**src/rtl/wb_host_pkg.sv**
```systemverilog
// Shared types and constants for the Wishbone host initiator.
// Imported by the timer and the top-level engine.
package wb_host_pkg;

    typedef enum logic [1:0] {
        IDLE = 2'd0,
        BUS  = 2'd1,
        RESP = 2'd2
    } state_e;

    localparam int unsigned TIMEOUT_DEFAULT = 255;

    localparam logic RSP_ERR_NONE    = 1'b0;
    localparam logic RSP_ERR_TIMEOUT = 1'b1;

endpackage

```
**src/rtl/wb_host_timer.sv**
```systemverilog
// Saturating bus-cycle timer for the Wishbone host initiator.
// expired_o means the current wait cycle is the TIMEOUT-th one.
module wb_host_timer
    import wb_host_pkg::*;
#(
    parameter int unsigned TIMEOUT = TIMEOUT_DEFAULT
) (
    input  logic clk_i,
    input  logic rst_ni,
    input  logic clr_i,
    input  logic en_i,
    output logic expired_o
);

    localparam int unsigned CW = $clog2(TIMEOUT + 1);
    localparam logic [CW-1:0] LIMIT = CW'(TIMEOUT);
    localparam logic [CW-1:0] LAST  = CW'(TIMEOUT - 1);

    logic [CW-1:0] count_q;
    logic [CW-1:0] count_d;

    // Next count: clear wins, otherwise count up and stick at TIMEOUT
    always_comb begin
        count_d = count_q;
        if (clr_i) begin
            count_d = '0;
        end else if (en_i && (count_q != LIMIT)) begin
            count_d = count_q + 1'b1;
        end
    end

    // Count register
    always_ff @(posedge clk_i or negedge rst_ni) begin
        if (!rst_ni) begin
            count_q <= '0;
        end else begin
            count_q <= count_d;
        end
    end

    // TIMEOUT-1 waits already elapsed: this edge would make it TIMEOUT
    assign expired_o = (count_q >= LAST);

endmodule

```
**src/rtl/wb_host_initiator.sv**
```systemverilog
// Single-outstanding Wishbone classic initiator.
// Command stream in, one bus cycle, response stream out.
module wb_host_initiator
    import wb_host_pkg::*;
#(
    parameter int unsigned ADR_W   = 32,
    parameter int unsigned DAT_W   = 32,
    parameter int unsigned TIMEOUT = TIMEOUT_DEFAULT
) (
    input  logic               wb_clk_i,
    input  logic               wb_rst_ni,
    input  logic               cmd_valid_i,
    output logic               cmd_ready_o,
    input  logic               cmd_we_i,
    input  logic [ADR_W-1:0]   cmd_adr_i,
    input  logic [DAT_W-1:0]   cmd_dat_i,
    input  logic [DAT_W/8-1:0] cmd_sel_i,
    output logic               rsp_valid_o,
    input  logic               rsp_ready_i,
    output logic [DAT_W-1:0]   rsp_dat_o,
    output logic               rsp_err_o,
    output logic               wb_cyc_o,
    output logic               wb_stb_o,
    output logic               wb_we_o,
    output logic [ADR_W-1:0]   wb_adr_o,
    output logic [DAT_W-1:0]   wb_dat_o,
    output logic [DAT_W/8-1:0] wb_sel_o,
    input  logic               wb_ack_i,
    input  logic [DAT_W-1:0]   wb_dat_i
);

    localparam int unsigned SEL_W = DAT_W / 8;

    state_e state_q, state_d;

    logic             cmd_ready_q, cmd_ready_d;
    logic             cyc_q, cyc_d;
    logic             we_q, we_d;
    logic [ADR_W-1:0] adr_q, adr_d;
    logic [DAT_W-1:0] dat_q, dat_d;
    logic [SEL_W-1:0] sel_q, sel_d;
    logic             rsp_valid_q, rsp_valid_d;
    logic [DAT_W-1:0] rsp_dat_q, rsp_dat_d;
    logic             rsp_err_q, rsp_err_d;

    logic accept;
    logic bus_ack;
    logic bus_wait;
    logic expired;
    logic bus_abort;

    assign accept    = (state_q == IDLE) && cmd_valid_i;
    assign bus_ack   = (state_q == BUS) && wb_ack_i;
    assign bus_wait  = (state_q == BUS) && !wb_ack_i;
    assign bus_abort = bus_wait && expired;

    wb_host_timer #(
        .TIMEOUT   (TIMEOUT)
    ) u_timer (
        .clk_i     (wb_clk_i),
        .rst_ni    (wb_rst_ni),
        .clr_i     (accept),
        .en_i      (bus_wait),
        .expired_o (expired)
    );

    // State register
    always_ff @(posedge wb_clk_i or negedge wb_rst_ni) begin
        if (!wb_rst_ni) begin
            state_q <= IDLE;
        end else begin
            state_q <= state_d;
        end
    end

    // Next state: ack takes priority over an expiring timer
    always_comb begin
        state_d = state_q;
        unique case (state_q)
            IDLE: if (accept) state_d = BUS;
            BUS:  if (bus_ack || bus_abort) state_d = RESP;
            RESP: if (rsp_ready_i) state_d = IDLE;
            default: state_d = IDLE;
        endcase
    end

    // Next values of the registered bus and response outputs
    always_comb begin
        cmd_ready_d = cmd_ready_q;
        cyc_d       = cyc_q;
        we_d        = we_q;
        adr_d       = adr_q;
        dat_d       = dat_q;
        sel_d       = sel_q;
        rsp_valid_d = rsp_valid_q;
        rsp_dat_d   = rsp_dat_q;
        rsp_err_d   = rsp_err_q;
        unique case (state_q)
            IDLE: begin
                if (accept) begin
                    cmd_ready_d = 1'b0;
                    cyc_d       = 1'b1;
                    we_d        = cmd_we_i;
                    adr_d       = cmd_adr_i;
                    dat_d       = cmd_dat_i;
                    sel_d       = cmd_sel_i;
                end
            end
            BUS: begin
                if (bus_ack) begin
                    cyc_d       = 1'b0;
                    rsp_valid_d = 1'b1;
                    rsp_err_d   = RSP_ERR_NONE;
                    rsp_dat_d   = we_q ? '0 : wb_dat_i;
                end else if (bus_abort) begin
                    cyc_d       = 1'b0;
                    rsp_valid_d = 1'b1;
                    rsp_err_d   = RSP_ERR_TIMEOUT;
                    rsp_dat_d   = '0;
                end
            end
            RESP: begin
                if (rsp_ready_i) begin
                    rsp_valid_d = 1'b0;
                    cmd_ready_d = 1'b1;
                    we_d        = 1'b0;
                end
            end
            default: begin
                cmd_ready_d = 1'b1;
                cyc_d       = 1'b0;
                rsp_valid_d = 1'b0;
            end
        endcase
    end

    // Output registers; reset drops cyc/stb immediately
    always_ff @(posedge wb_clk_i or negedge wb_rst_ni) begin
        if (!wb_rst_ni) begin
            cmd_ready_q <= 1'b1;
            cyc_q       <= 1'b0;
            we_q        <= 1'b0;
            adr_q       <= '0;
            dat_q       <= '0;
            sel_q       <= '0;
            rsp_valid_q <= 1'b0;
            rsp_dat_q   <= '0;
            rsp_err_q   <= 1'b0;
        end else begin
            cmd_ready_q <= cmd_ready_d;
            cyc_q       <= cyc_d;
            we_q        <= we_d;
            adr_q       <= adr_d;
            dat_q       <= dat_d;
            sel_q       <= sel_d;
            rsp_valid_q <= rsp_valid_d;
            rsp_dat_q   <= rsp_dat_d;
            rsp_err_q   <= rsp_err_d;
        end
    end

    assign cmd_ready_o = cmd_ready_q;
    assign wb_cyc_o    = cyc_q;
    assign wb_stb_o    = cyc_q;
    assign wb_we_o     = we_q;
    assign wb_adr_o    = adr_q;
    assign wb_dat_o    = dat_q;
    assign wb_sel_o    = sel_q;
    assign rsp_valid_o = rsp_valid_q;
    assign rsp_dat_o   = rsp_dat_q;
    assign rsp_err_o   = rsp_err_q;

endmodule

```
**config.mk**
```make
export PLATFORM = sky130hd
export DESIGN_NAME = wb_host_initiator
export DESIGN_NICKNAME = d
export VERILOG_FILES = /design/src/rtl/wb_host_pkg.sv /design/src/rtl/wb_host_timer.sv /design/src/rtl/wb_host_initiator.sv
export SDC_FILE = /design/constraint.sdc
export NUM_CORES = 1
export LEC_CHECK = 0
export ABC_CLOCK_PERIOD_IN_PS = 2950
export CAP_MARGIN = 20
export CORE_MARGIN = 5
export CORE_UTILIZATION = 40
export DETAILED_ROUTE_END_ITERATION = 12
export GPL_TIMING_DRIVEN = 0
export PLACE_DENSITY_LB_ADDON = 0.3
export SLEW_MARGIN = 20
export SYNTH_ARGS = -nofsm -noshare
export SYNTH_HDL_FRONTEND = slang
export SYNTH_SLANG_ARGS = --single-unit
```
**constraint.sdc**
```tcl
create_clock -name wb_clk_i -period 2.95 [get_ports wb_clk_i]
set_clock_uncertainty 0.15 [all_clocks]
set_input_delay 0.295 -clock wb_clk_i [delete_from_list [all_inputs] [get_ports wb_clk_i]]
set_output_delay 0.295 -clock wb_clk_i [all_outputs]
set_load 0.05 [all_outputs]
```
==> impl_metrics.csv, run 1 <==
group,metric,value,unit
route,wl,12100,µm
clock_network,htree_levels,4,
setup_path,critPathKind,"reg -> out",
synthesis,synth_warnings,0,
route,drtIter0Drc,127,
clock_network,clockBufferDepth,2,
clock_network,root_buffer,"clkbuf_8",
clock_network,cts_made_buffers,17,
clock_network,cts_tree,"built",
synthesis,synth-seq-area-share,64.3,%
timing,slew_headroom,56.2,%
global_route,grt_max_degree,72,
setup_path,path_max_fanout,3,
power,leakage,3.17,nW
clock_network,clk_pin_slew,0.06,ns
floorplanning,dieArea,13400,µm²
timing,setup_viol,0,
global_route,grt_pass1_wl,19000,µm
global_route,grt_pass1_vias,3721,
route,dr.pass1.iters,4,
placement,gp_congestion,0.764,
clock_network,clk_latency,0.50,ns
floorplanning,die_height,116,µm
setup_path,path_depth,1,
setup_path,cp.arrival,1.88,ns
setup_path,critPathLaunchType,"flip-flop",
flow_run,drv_cap,0,
floorplanning,start_util,41.1,%
synthesis,synth_area_leaders,"dfrtp_1, mux2_2, a22o_1",
setup_path,endpoint_kind,"output pin",
placement,hpwl,8950,µm
synthesis,synth_seq_cells,115,
setup_path,r2r_cells,5,
finish,drive_above_1_share,19.4,%
timing,fmax,429,MHz
route,vias,3326,
timing,worst_pin_slew,0.657,ns
floorplanning,fp.coreArea,10900,µm²
setup_path,worstPathRequired,2.51,ns
route,ant_nets,0,
floorplanning,die_w,116,µm
placement,placed_area,6790,µm²
synthesis,synth_cells,297,
placement,port_buffers,211,
finish,fin_util,68.1,%
synthesis,syn_area_per_cell,15.1,µm²
global_route,overflow,0,
timing,hold_violations,0,
power,pwr_density_cell,1410,nW/µm²
synthesis,yosysTopAreaCellShare,63.7,%
clock_network,cts-resized-gates,0,
timing,min_period_over_period,78.9,%
power,ir_worst_vdd,0.868,mV
clock_network,numClockSinks,115,
route,routedWlPerCell,17.7,µm
synthesis,syn_area,4480,µm²
floorplanning,io_pins,212,
floorplanning,rows,38,
timing,finalMaxSlewViolations,0,
finish,design_area,7420,µm²
setup_path,crit_family,"buffers and inverters",
route,viasPerCell,4.88,
worst_hold_path,hp-class,"in -> async",
route,drc,0,
synthesis,synthesis.nets,405,
setup_path,cp_slowest_cell,"clkdlybuf4s50_1",
setup_path,path_buf_inv,1,
synthesis,yosysTopAreaCell,"dfrtp_1",
global_route,antenna_found_initial,0,
setup_path,worstPathCellList,"clkdlybuf4s50_1",
finish,final_nets,637,
timing,rsz0062_at_grt,"false",
finish,diodes,0,
power,power,10.4,mW
status,outcome,"complete, no violations",
setup_path,cpPeakStageDelay,0.84,ns
synthesis,synth_cell_type_count,38,
global_route,groute.usage.overall,18.5,%
finish,area_growth,65.7,%
timing,layout_min_cycle_time,2.33,ns
-- state kept, by name (all words and copies together), names as in the netlist --
register         cells
wb_adr_o            32
wb_dat_o            32
wb_we_o              1
cmd_ready_o          1
rsp_valid_o          1
wb_cyc_o             1
u_timer.count_q      8
state_q              2
rsp_dat_o           32
wb_sel_o             4
rsp_err_o            1
-- stage by stage --
stage,TNS (ns),cells,hold WS (ns),setup slack [ns]
after floorplan,0,297,-0.151,1.25
after global placement,-328.39,648,0.316,-2.88
after detailed placement,0,649,0.206,0.690
after CTS,0,681,0.220,0.579
after global routing,0,681,0.218,0.538
final,0,681,0.238,0.621
-- cell families (layout without fill, tap and decap cells) --
kind of cell	count (synthesis)	in the layout	share of synthesized area, %
adders and majority gates	2	2	0.559
DFF	115	115	64.3
buffers and inverters	19	263	2.82
xor gates and xnor gates	5	5	0.978
and+or+nand+nor	37	37	4.89
muxes	68	68	17.1
AOI/OAI and AO/OA	51	51	9.34
-- placed cells by master (no fill, tap or decap), types with 2 or more instances in the layout --
cell type,count
mux2_1,21
buf_2,8
nor2_2,2
clkdlybuf4s50_1,210
buf_4,4
xnor2_1,3
a22o_1,32
nor2_1,9
nor3_2,2
clkbuf_16,16
clkinv_2,4
nand3_1,3
ha_1,2
clkinvlp_4,2
nand2_1,7
inv_1,3
dfrtp_1,114
a21oi_1,5
mux2_2,47
xor2_1,2
buf_6,5
o21ai_0,6
clkbuf_8,4
and4_1,3
bufinv_16,4
nor3_1,2
-- final timing paths --
check,start,end,slack (ns)
min,wb_rst_ni,rsp_dat_o[7],0.24
max in group asynchronous,wb_rst_ni,cmd_ready_o,1.69
max reg2reg,state_q[0],wb_dat_o[1],0.94
max,cmd_ready_o,cmd_ready_o,0.62
min in group wb_clk_i,wb_dat_i[14],rsp_dat_o[14],0.24
min reg2reg,rsp_valid_o,rsp_valid_o,0.33
-- per-layer routing --
metal	global-route usage (%)	vias up	wire length [µm]
met5	0	-	0
met4	6.57	0	159
met3	10.5	12	1610
met2	28.7	159	5600
met1	21.6	1613	4690
li1	-	1542	-
-- Yosys cell counts, drive strengths merged --
cell type,number
nand2b,1
ha,2
o22ai,1
a21oi,5
a2111oi,1
o21a,1
nand4,2
nor3,4
or3,1
and4,3
or3b,1
a2bb2oi,1
nand3,3
and2b,1
nor3b,1
mux2,68
buf,16
nor2,11
o21ai,7
xnor2,3
and2,1
xor2,2
dfstp,1
a211oi,1
nand2,7
o2111ai,1
a22o,32
dfrtp,114
nor2b,1
inv,3
a21o,1
-- report_power, final --
part           switching [mW]  total [mW]  internal, mW
Combinational            3.53        5.59          2.06
Clock                   0.670        2.10          1.43
Sequential              0.415        2.75          2.33
Total                    4.61        10.4          5.82
-- cell type report --
cell class / instances / area (µm²)
buffer: 16 / 115
tap: 140 / 175
sequential: 115 / 2880
fill: 810 / 3470
clock buffer: 21 / 459
timing repair buffer: 213 / 2150
inverter: 3 / 11.3
clock inverter: 10 / 155
multi-input combinational: 163 / 1470
-- timing repair --
item / in CTS / in global routing
hold endpoints to repair: 70 / 0
buffers inserted: 0 / 0
endpoints found under the setup margin: 0 / 0
hold buffers: 1 / 0
No activity file was read; power rests on OpenSTA's default activity.
==> run 2, diff against run 1 <==
--- a/config.mk
+++ b/config.mk
@@ -5,10 +5,10 @@
 export SDC_FILE = /design/constraint.sdc
 export NUM_CORES = 1
 export LEC_CHECK = 0
-export ABC_CLOCK_PERIOD_IN_PS = 2950
+export ABC_CLOCK_PERIOD_IN_PS = 2000
 export CAP_MARGIN = 20
 export CORE_MARGIN = 5
-export CORE_UTILIZATION = 40
+export CORE_UTILIZATION = 37
 export DETAILED_ROUTE_END_ITERATION = 12
 export GPL_TIMING_DRIVEN = 0
 export PLACE_DENSITY_LB_ADDON = 0.3
==> constraint.sdc (replaced) <==
create_clock -name wb_clk_i -period 2 [get_ports wb_clk_i]
set_clock_uncertainty 0.15 [all_clocks]
set_input_delay 0.2 -clock wb_clk_i [delete_from_list [all_inputs] [get_ports wb_clk_i]]
set_output_delay 0.2 -clock wb_clk_i [all_outputs]
set_load 0.05 [all_outputs]
==> run 2 against run 1 <==
  * Combinational power rose by 47%
  * Sequential share of layout area fell by 0.29 points
  * Design area rose by 0.74%
  * Largest cell class unchanged
  * Highest routed layer unchanged
==> impl_metrics.csv, run 2 (same netlist as run 1, synthesis figures left out) <==
group,metric,value,unit
setup_path,critPathKind,"reg -> out",
global_route,antenna_found_initial,0,
global_route,grt_pass1_wl,19300,µm
route,drtIter0Drc,172,
placement,placed_area,6800,µm²
setup_path,crit_family,"buffers and inverters",
global_route,overflow,0,
floorplanning,rows,40,
setup_path,cp.arrival,1.59,ns
power,ir_worst_vdd,1.32,mV
floorplanning,die_height,120,µm
timing,finalMaxSlewViolations,0,
power,power,15.4,mW
clock_network,clk_pin_slew,0.05,ns
setup_path,cpPeakStageDelay,0.83,ns
setup_path,path_max_fanout,2,
floorplanning,die_w,120,µm
timing,hold_violations,0,
clock_network,cts_setup_buffers,0,
setup_path,endpoint,"wb_adr_o[9]",
floorplanning,dieArea,14400,µm²
finish,fill_cells,947,
route,vias,3337,
setup_path,worstPathCellList,"clkdlybuf4s50_1",
placement,dp_cells,656,
finish,diodes,0,
setup_path,cp_slowest_cell,"clkdlybuf4s50_1",
clock_network,cts_tree,"built",
finish,most-common-layout-cells,"clkdlybuf4s50_1, dfrtp_1, mux2_2, a22o_1, mux2_1",
route,drc,0,
route,ant_nets,0,
global_route,groute.usage.overall,17.5,%
power,leakage,3.33,nW
timing,layout_setup_ws,0.0610,ns
placement,gp_congestion,0.724,
clock_network,clk_latency,0.40,ns
global_route,grt_max_degree,60,
clock_network,numClockSinks,115,
route,dr.pass1.iters,4,
clock_network,clockBufferDepth,2,
setup_path,worstPathRequired,1.65,ns
setup_path,crit_start,"wb_adr_o[9]",
floorplanning,fp.coreArea,11900,µm²
floorplanning,io_pins,212,
clock_network,htree_levels,4,
setup_path,path_depth,1,
floorplanning,start_util,37.6,%
status,outcome,"complete, no violations",
finish,area_growth,66.9,%
power,pwr_density_cell,2060,nW/µm²
setup_path,endpoint_kind,"output pin",
setup_path,path_buf_inv,1,
flow_run,drv_cap,0,
timing,setup_viol,0,
setup_path,critPathLaunchType,"flip-flop",
timing,layout_min_cycle_time,1.94,ns
finish,drive_above_1_share,19.6,%
timing,slew_headroom,60.9,%
route,viasPerCell,4.85,
finish,final_common_cell,"clkdlybuf4s50_1",
finish,final_nets,637,
placement,hpwl,9000,µm
finish,design_area,7470,µm²
setup_path,r2r_cells,5,
finish,final_cells,688,
setup_path,reg2reg_to,"wb_adr_o[27]",
placement,port_buffers,211,
timing,finalSetupTns,0,ns
worst_hold_path,hp-class,"in -> async",
route,wl,12100,µm
clock_network,root_buffer,"clkbuf_16",
setup_path,reg2reg_slack,0.11,ns
global_route,grt_pass1_vias,3584,
timing,worst_pin_slew,0.585,ns
timing,fmax,516,MHz
route,routedWlPerCell,17.5,µm
placement,place_ws,-0.116,ns
setup_path,r2r-start,"state_q[0]",
clock_network,cts_made_buffers,17,
timing,min_period_over_period,96.9,%
[run 2: cell types whose count changed in the layout (fill, tap and decap cells not counted)]
| cell | delta |
|---|---|
| clkdlybuf4s50_1 | -16 |
| clkbuf_16 | +1 |
| dlygate4sd2_1 | +3 |
| buf_2 | -1 |
| clkbuf_4 | +1 |
| nor2_2 | -1 |
| clkbuf_8 | -1 |
| clkbuf_1 | -1 |
| clkinvlp_4 | -1 |
| dlymetal6s2s_1 | +13 |
| clkinv_2 | +2 |
| nor2_4 | +1 |
[run 2: final cells by class]
cell class | instances | area [µm²] | area share (%)
Timing Repair Buffer | 213 | 2180 | 29.2
Inverter | 3 | 11.3 | 0.151
Buffer | 16 | 118 | 1.57
Clock buffer | 20 | 467 | 6.25
Tap cell | 147 | 184 | 2.46
Clock inverter | 11 | 158 | 2.11
Multi-Input combinational cell | 163 | 1480 | 19.8
Sequential cell | 115 | 2880 | 38.5
[run 2: how the worst min path moves through the flow]
| stage | endpoint | slack (ns) |
|---|---|---|
| after floorplan | rsp_dat_o[0] | -0.25 |
| after global placement | rsp_valid_o | 0.31 |
| after detailed placement | rsp_dat_o[20] | 0.05 |
| after CTS | rsp_dat_o[16] | 0.19 |
| after global routing | rsp_dat_o[16] | 0.22 |
| final | rsp_dat_o[16] | 0.20 |
[run 2: where the power goes]
part	leakage, nW	switching [mW]	internal, mW
logic	1.62	5.21	3.01
clock network	0.311	1.01	2.16
registers	1.40	0.598	3.44
[run 2: timing repair]
item                       CTS  global route
cloned                       0             0
pin swaps                    0             1
setup endpoints to repair    3            49
gates resized for setup      3            15
hold buffers                 1             0
hold endpoints to repair    56             0
[run 2: stage by stage]
step                hold slack, ns  util (%)
floorplan                   -0.246         -
global placement             0.313      56.9
detailed placement          0.0466      57.1
CTS                          0.193      62.4
global route                 0.220      62.7
finish                       0.201      62.7
[run 2: metal layers]
metal	wire (µm)	share of wire [%]	GRT usage [%]	up-vias
met5	0	0	0	-
met1	4720	39	20.3	1617
met2	5580	46	26.2	163
li1	-	-	-	1544
met3	1600	13	10.9	13
met4	165	1.4	6.87	0
==> run 3, diff against run 2 <==
--- a/config.mk
+++ b/config.mk
@@ -5,8 +5,6 @@
 export SDC_FILE = /design/constraint.sdc
 export NUM_CORES = 1
 export LEC_CHECK = 0
-export ABC_CLOCK_PERIOD_IN_PS = 2000
-export CAP_MARGIN = 20
 export CORE_MARGIN = 5
 export CORE_UTILIZATION = 37
 export DETAILED_ROUTE_END_ITERATION = 12
==> results of run 3 <==
Final layout, timing and power as in run 2 (identical DEF).
